===== src/rtl/z80_bus_arbiter_if.sv =====
// Bus-side signals of the TV80 DMA arbiter: core handshake plus per-requester request/grant.
// master = arbiter, slave = core/requester side.
interface z80_bus_arbiter_if #(
  parameter int unsigned N_REQ = 4
);
  localparam int unsigned OW = (N_REQ > 1) ? $clog2(N_REQ) : 1;

  logic             BUSAK;
  logic [N_REQ-1:0] REQ;
  logic             BUSRQ;
  logic [N_REQ-1:0] GNT;
  logic [OW-1:0]    OWNER;
  logic             BUS_DMA;
  logic             YIELD;
  logic             ABORT;

  modport master (
    input  BUSAK, REQ,
    output BUSRQ, GNT, OWNER, BUS_DMA, YIELD, ABORT
  );

  modport slave (
    output BUSAK, REQ,
    input  BUSRQ, GNT, OWNER, BUS_DMA, YIELD, ABORT
  );
endinterface


===== src/rtl/z80_bus_arbiter.sv =====
// Shares the TV80 bus between the Z80 core and N_REQ DMA requesters: BUSRQ/BUSAK handshake,
// round-robin grants, per-tenure hold limit and a guaranteed CPU run window between tenures.
module z80_bus_arbiter #(
  parameter int unsigned N_REQ    = 4,
  parameter int unsigned MAX_HOLD = 64,
  parameter int unsigned CPU_MIN  = 8
) (
  input  logic                CLK,
  input  logic                nRESET,
  z80_bus_arbiter_if.master   bus
);
  localparam int unsigned OW       = (N_REQ > 1) ? $clog2(N_REQ) : 1;
  localparam logic [7:0]  HOLD_MAX = 8'(MAX_HOLD);
  localparam logic [7:0]  COOL_LD  = 8'(CPU_MIN);

  typedef enum logic [2:0] {IDLE, ACQ, GRANT, GAP, REL, COOL} state_t;

  state_t           state, state_n;
  logic [7:0]       hold, hold_n, cool, cool_n;
  logic [N_REQ-1:0] gnt, gnt_n;
  logic [OW-1:0]    owner, owner_n;
  logic             busrq, busrq_n, yield, yield_n, abort, abort_n;

  logic             any_req, own_req, other_req;
  logic             found_hi;
  logic [OW-1:0]    win_hi, win_lo, win;

  // GNT is one-hot on OWNER while granted, so masking REQ with it avoids a variable index
  assign any_req   = |bus.REQ;
  assign own_req   = |(bus.REQ & gnt);
  assign other_req = |(bus.REQ & ~gnt);

  // Round-robin: first set bit above OWNER, otherwise first set bit from 0 (wrap)
  always_comb begin
    found_hi = 1'b0;
    win_hi   = '0;
    win_lo   = '0;
    for (int unsigned j = N_REQ; j > 0; j--) begin
      if (bus.REQ[j-1]) begin
        win_lo = OW'(j-1);
        if ((j-1) > 32'(owner)) begin
          found_hi = 1'b1;
          win_hi   = OW'(j-1);
        end
      end
    end
    win = found_hi ? win_hi : win_lo;
  end

  always_ff @(posedge CLK) begin
    if (!nRESET) begin
      state <= IDLE;
      hold  <= '0;
      cool  <= '0;
      gnt   <= '0;
      owner <= OW'(N_REQ - 1);
      busrq <= 1'b0;
      yield <= 1'b0;
      abort <= 1'b0;
    end else begin
      state <= state_n;
      hold  <= hold_n;
      cool  <= cool_n;
      gnt   <= gnt_n;
      owner <= owner_n;
      busrq <= busrq_n;
      yield <= yield_n;
      abort <= abort_n;
    end
  end

  always_comb begin
    state_n = state;
    hold_n  = hold;
    cool_n  = cool;
    case (state)
      IDLE:  if (any_req && cool == '0) state_n = ACQ;
      ACQ:   if (bus.BUSAK) begin
               hold_n  = '0;
               state_n = any_req ? GRANT : REL;
             end
      GRANT: if (!bus.BUSAK)  state_n = REL;
             else if (!own_req) state_n = (hold < HOLD_MAX && other_req) ? GAP : REL;
             else if (hold != HOLD_MAX) hold_n = hold + 8'd1;
      // Hold counter deliberately carried across the gap: the limit covers the whole BUSRQ tenure
      GAP:   if (!bus.BUSAK) state_n = REL;
             else            state_n = any_req ? GRANT : REL;
      REL:   if (!bus.BUSAK) begin
               if (COOL_LD == '0) state_n = IDLE;
               else begin
                 cool_n  = COOL_LD;
                 state_n = COOL;
               end
             end
      COOL:  begin
               cool_n = (cool == '0) ? '0 : cool - 8'd1;
               if (cool <= 8'd1) state_n = IDLE;
             end
      default: state_n = IDLE;
    endcase
  end

  always_comb begin
    gnt_n   = gnt;
    owner_n = owner;
    busrq_n = (state_n == ACQ) || (state_n == GRANT) || (state_n == GAP);
    abort_n = (state == GRANT) && !bus.BUSAK;
    if ((state == ACQ || state == GAP) && state_n == GRANT) begin
      gnt_n   = N_REQ'(1) << win;
      owner_n = win;
    end
    if (state_n != GRANT) gnt_n = '0;
    yield_n = (state_n == GRANT) && (hold_n == HOLD_MAX);
  end

  assign bus.BUSRQ   = busrq;
  assign bus.GNT     = gnt;
  assign bus.OWNER   = owner;
  assign bus.BUS_DMA = |gnt;
  assign bus.YIELD   = yield;
  assign bus.ABORT   = abort;
endmodule


===== src/flat_wrapper.sv =====
// flat-port wrapper written by rule: the top's interface ports become plain ports
module z80_bus_arbiter_flat 
#(
  parameter int unsigned N_REQ    = 4,
  parameter int unsigned MAX_HOLD = 64,
  parameter int unsigned CPU_MIN  = 8
)
  (CLK, nRESET, bus_BUSAK, bus_REQ, bus_BUSRQ, bus_GNT, bus_OWNER, bus_BUS_DMA, bus_YIELD, bus_ABORT);
  z80_bus_arbiter_if #(.N_REQ(N_REQ)) bus_i ();
  input  logic CLK;
  input  logic nRESET;
  input wire logic [$bits(bus_i.BUSAK)-1:0] bus_BUSAK;
  input wire logic [$bits(bus_i.REQ)-1:0] bus_REQ;
  output wire logic [$bits(bus_i.BUSRQ)-1:0] bus_BUSRQ;
  output wire logic [$bits(bus_i.GNT)-1:0] bus_GNT;
  output wire logic [$bits(bus_i.OWNER)-1:0] bus_OWNER;
  output wire logic [$bits(bus_i.BUS_DMA)-1:0] bus_BUS_DMA;
  output wire logic [$bits(bus_i.YIELD)-1:0] bus_YIELD;
  output wire logic [$bits(bus_i.ABORT)-1:0] bus_ABORT;
  assign bus_i.BUSAK = bus_BUSAK;
  assign bus_i.REQ = bus_REQ;
  assign bus_BUSRQ = bus_i.BUSRQ;
  assign bus_GNT = bus_i.GNT;
  assign bus_OWNER = bus_i.OWNER;
  assign bus_BUS_DMA = bus_i.BUS_DMA;
  assign bus_YIELD = bus_i.YIELD;
  assign bus_ABORT = bus_i.ABORT;
  z80_bus_arbiter #(.N_REQ(N_REQ), .MAX_HOLD(MAX_HOLD), .CPU_MIN(CPU_MIN)) u_core (.CLK(CLK), .nRESET(nRESET), .bus(bus_i));
endmodule

===== config.mk =====
export PLATFORM = sky130hd
export DESIGN_NAME = z80_bus_arbiter_flat
export DESIGN_NICKNAME = d
export VERILOG_FILES = /design/src/rtl/z80_bus_arbiter_if.sv /design/src/rtl/z80_bus_arbiter.sv /design/src/flat_wrapper.sv
export SDC_FILE = /design/constraint.sdc
export NUM_CORES = 1
export LEC_CHECK = 0
export ABC_AREA = 0
export BUFFER_PORTS_ARGS = -buffer_cell sky130_fd_sc_hd__buf_2
export CAP_MARGIN = 20
export CORE_ASPECT_RATIO = 0.8
export CORE_UTILIZATION = 30
export CTS_CLUSTER_SIZE = 28
export DETAILED_ROUTE_END_ITERATION = 10
export PLACE_DENSITY_LB_ADDON = 0.08
export RECOVER_POWER = 25
export SLEW_MARGIN = 10
export SYNTH_ARGS = -nofsm -noshare
export SYNTH_HDL_FRONTEND = slang
export SYNTH_SLANG_ARGS = --single-unit

===== constraint.sdc =====
create_clock -name CLK -period 4.5 [get_ports CLK]
set_input_delay 0.225 -clock CLK [delete_from_list [all_inputs] [get_ports CLK]]
set_output_delay 0.225 -clock CLK [all_outputs]
set_load 0.005 [all_outputs]

After elaboration in Yosys (flattened, before gate mapping):

Index checks and enable logic that the tools add are counted.
Widths: inputs -> output; s select.

* muxes and demuxes: 35
* add/subtract/negate cells: 2
* order comparisons: 5
* shift-type cells: 1
* equality and inequality tests: 12
* reduce and logical (&&, ||, !) cells: 18
* bitwise operators: 4

Operator list (count)
* $mux 8: 6
* $pmux 8 s2: 2
* $mux 3: 9
* $mux 2: 11
* $pmux 3 s6: 1
* $reduce_or 4->1: 4
* $eq 3x2->1 const B: 4
* $add 8x1->8 const B: 1
* $and 4x4->4: 2
* $eq 8x7->1 const B: 1
* $le 8x1->1 const B: 1
* $logic_not 8->1: 1
* $lt 8x7->1 const B: 1
* $ne 8x7->1 const B: 1
* $sub 8x1->8 const B: 1
* $eq 3x1->1 const B: 2
* $eq 3x3->1 const B: 2
* $mux 1: 6
* $logic_and 1x1->1: 5
* $gt 2x2->1 const A: 2
* $not 4->4: 1
* $shl 1x2->4 const A: 1
* $logic_not 3->1: 1
* $logic_or 1x1->1: 3
* other kinds (8): 8

* logic and storage cells: 85
* input port bits: 7
* bits in registers: 28

Longest topological paths before layout:

* word-level depth: 11
* mapped depth: 8

Least setup slack after synthesis:

Ideal clock, no wire load.

* path type: register to register
* start: reg u_core.hold[2]
* end: reg u_core.hold[4]
* buffers on the path: 1
* required time: 4.381 ns
* stages on the path, launching flop included: 7
* setup slack: 2.522 ns
* period minus slack after synthesis: 1.978 ns
* arrival: 1.859 ns
* library setup time: 0.119 ns
* cells stage by stage: dfxtp_1 > buf_6 > or4_4 > or3_4 > o21ai_2 > nor3b_1 > o221a_2

* word-level cells in the longest chain between the ends: 5
* elaborated cells on any way between the ends: 6
* classes of those cells: 1 x add/sub; 1 x eq/ne; 4 x mux

RTL lines
* start, declared: line z80_bus_arbiter.sv:19 `logic [7:0] hold, hold_n, cool, cool_n;`
* start signal, assigned: line z80_bus_arbiter.sv:62 `hold <= hold_n;`
* $add 8x1->8 or $ne 8x7->1 (tied branches): line z80_bus_arbiter.sv:84 `else if (hold != HOLD_MAX) hold_n = hold + 8'd1;`
* $mux 8 *: line z80_bus_arbiter.sv:84
* $mux 8 *: line z80_bus_arbiter.sv:83 `else if (!own_req) state_n = (hold < HOLD_MAX && other_req) ? GAP : REL;`
* $mux 8 *: line z80_bus_arbiter.sv:82 `GRANT: if (!bus.BUSAK) state_n = REL;`
* $pmux 8 s2 *: line z80_bus_arbiter.sv:76 `case (state)`

Every way passes the cells marked *; elsewhere a longest branch is shown, timed or not.
A chain may end at the register's enable or synchronous reset.

Worst setup path after layout:

* start: reg u_core.cool[0]
* end: reg u_core.cool[7]

* word-level cells in the longest chain between the ends: 3
* elaborated cells on any way between the ends: 4
* classes of those cells: 1 x add/sub; 2 x mux; 1 x reduce/logical

RTL lines
* start, declared: line z80_bus_arbiter.sv:19
* start signal, assigned: line z80_bus_arbiter.sv:63 `cool <= cool_n;`
* $sub 8x1->8 or $logic_not 8->1 (tied branches): line z80_bus_arbiter.sv:96 `cool_n = (cool == '0) ? '0 : cool - 8'd1;`
* $mux 8 *: line z80_bus_arbiter.sv:96
* $pmux 8 s2 *: line z80_bus_arbiter.sv:76

Marked as above.

==> run metrics <==
die area 6790 um^2; Initial Utilization 32.0%; Tcrit/Tclk final 52.6%; row count 25; crit end category flop; Placed Cells 317; Skew-Pair Late Insertion Delay 0.27 ns; TNS Setup 0 ns; prevailing post-synth register cell dfxtp_1; dpl cell area 2000 um^2; minimum clock period 2.37 ns; Max-slew headroom 40.9%; Tightest Pin Transition 0.883 ns; Clock Root Buffer clkbuf_8; CTS Buffer Depth 2; Post-Syn Nets 243; IO buf count 16; skew final 0.00419 ns; Critical Path RT 4.66 ns; final wirelength 4810 um; Clock transition at path regs 0.10 ns; GR peak layer met1; Total Power 0.520 mW; worst endpoint data arrival time 2.52 ns; Synth area leader dfxtp_1; post-place setup slack 2.21 ns; Final Cell Area 2050 um^2; PwrDens 254 nW/um^2; vias per cell 5.32; setup violators final 0; H-tree depth 1; Netlist Area Pre-Place 1940 um^2; IR drop worst, VDD 0.000132 V; outcome finished clean; critical path's slowest cell o211ai_1; Detail Route Antenna Nets 0; max-cap violation count 0; R2R Setup Slk 2.13 ns; sequential share of the synthesized area 28.9%; met1 Use GR 22.6%; initial antenna violation count 0; setup bufs post-CTS 0; cts hold-fix bufs 0; fin cells 321; GRT Total Usage 14.8%; Final GP Congestion 0.771; Area contributors post-synth dfxtp_1, a21oi_1, nor2_1; vias in the first global route 1,596; Layout Nets 252; Commonest cells post-synth dfxtp_1, nor2_1, a21oi_1, inv_1, nand2_1; largest net degree at the start of global routing 18; count leader, synth dfxtp_1; fmax 0.422 GHz; DRT Pass-1 Iters 4; total CTS buffers 3; share of cells above drive strength 1 15.4%; number of synthesized flops with an enable pin 0; ant diodes 0; Worst Path Class, Setup flop to flop; count of state elements after synthesis 28; cell count after synthesis 232; 1st-iter DRT viols 53; DRC 0; dpl hpwl 3580 um; I/O pins 17; WL/cell 15.0 um; Die Width 91.9 um; worst min path class input pin to flop; Core ar. 6070 um^2; Num Clock Sinks 28; share of the synthesized area in the top cell type 28.9%; first-pass GRT wire length 8010 um; post-cts gate resize count 0; Final Slew Violations 0; RSZ-0062 raised after global routing no; Synth Warn # 0; crit start category flop; syn_area_per_cell 8.36 um^2; Max Fanout on Critical Path 12; routed via count 1,709; synth unique cells 59; Synth async-reset ratio 0%; grt met2 use 22.2%; cell chain of the critical path inv_1, ha_1, or3b_2, o211ai_1, nor2_1, o21ai_0, a21oi_1; TritonCTS clock tree done; die height 73.9 um; setup ws final 2.13 ns; grt ovf 0; grt met3 use 2.80%; leak pwr 0.749 nW; Area Overhead vs Synth 5.61%; Max stage delay on crit path 0.73 ns; final hold vios 0
[placed cells by master (no fill, tap or decap), drive strengths merged, types with 2 or more instances in the layout]
master	count
dfxtp	28
nor2	24
a21oi	18
inv	12
nand2	12
buf	11
o21ai	10
nor3	9
clkbuf	9
nor2b	7
or3	6
nor4	5
o211ai	5
or4	5
nand3	4
xnor2	4
or3b	4
o2111ai	4
ha	4
a221oi	3
a31oi	3
a21o	3
mux2i	3
o21a	3
o22ai	3
and3	3
a211oi	3
nor3b	3
nand2b	3
and2	3
a22oi	2
o211a	2
or2	2
nand4	2
o31ai	2
a211o	2
a21boi	2
o311a	2
[metrics by stage]
step	util (%)	hold WS (ns)
global route	33.8	0.273
global placement	32.9	0.483
CTS	33.9	0.259
floorplan	-	0.420
detailed placement	32.9	0.489
finish	33.8	0.259
[power breakdown]
part           switching [mW]  internal (mW)  total, mW
Combinational          0.0590         0.0349     0.0939
Sequential             0.0127          0.256      0.268
Clock                  0.0795         0.0783      0.158
[final timing paths]
| path | from | to | depth (start not counted) |
|---|---|---|---|
| worst max-delay path | u_core.cool[0] | u_core.cool[7] | 7 |
| worst min-delay path | nRESET | u_core.bus.OWNER[1] | 2 |
| worst max register to register | u_core.cool[0] | u_core.cool[7] | 7 |
| worst min register to register | u_core.cool[7] | u_core.cool[7] | 2 |
[state kept, by name, indices dropped and copies added, names as in the netlist]
signal            cells
u_core.bus.ABORT      1
u_core.bus.BUSRQ      1
u_core.bus.GNT        4
u_core.bus.OWNER      2
u_core.bus.YIELD      1
u_core.cool           8
u_core.hold           8
u_core.state          3
[worst max-delay path, delay by kind of cell, from the launching register on]
kind	cells	cell delay, ns
adders and majority gates	1	0.19
buffers and inverters	1	0.07
DFF	1	0.37
AOI/OAI and AO/OA	3	1.02
and+or+nand+nor	2	0.61
[cell type report]
| class | count | area [um^2] |
|---|---|---|
| Clock buffer | 4 | 55.1 |
| Multi-Input combinational cell | 179 | 1210 |
| Timing Repair Buffer | 16 | 73.8 |
| Sequential cell | 28 | 561 |
| Tap cell | 81 | 101 |
| Fill cell | 686 | 4020 |
| Inverter | 13 | 48.8 |
[cell families after synthesis]
logic type | after synthesis | synth area share (%)
muxes | 3 | 1.55
buffers and inverters | 25 | 8.77
AOI/OAI and AO/OA | 74 | 28.1
DFF | 28 | 28.9
and+or+nand+nor | 93 | 27.8
adders and majority gates | 4 | 2.58
xor gates and xnor gates | 5 | 2.26
[layer usage]
metal / wire length [um] / up-vias
met5: 0 / -
met4: 20 / 0
met3: 244 / 2
met2: 1950 / 34
met1: 2590 / 784
li1: - / 889
Note: power is estimated with default switching activity, not from simulation.
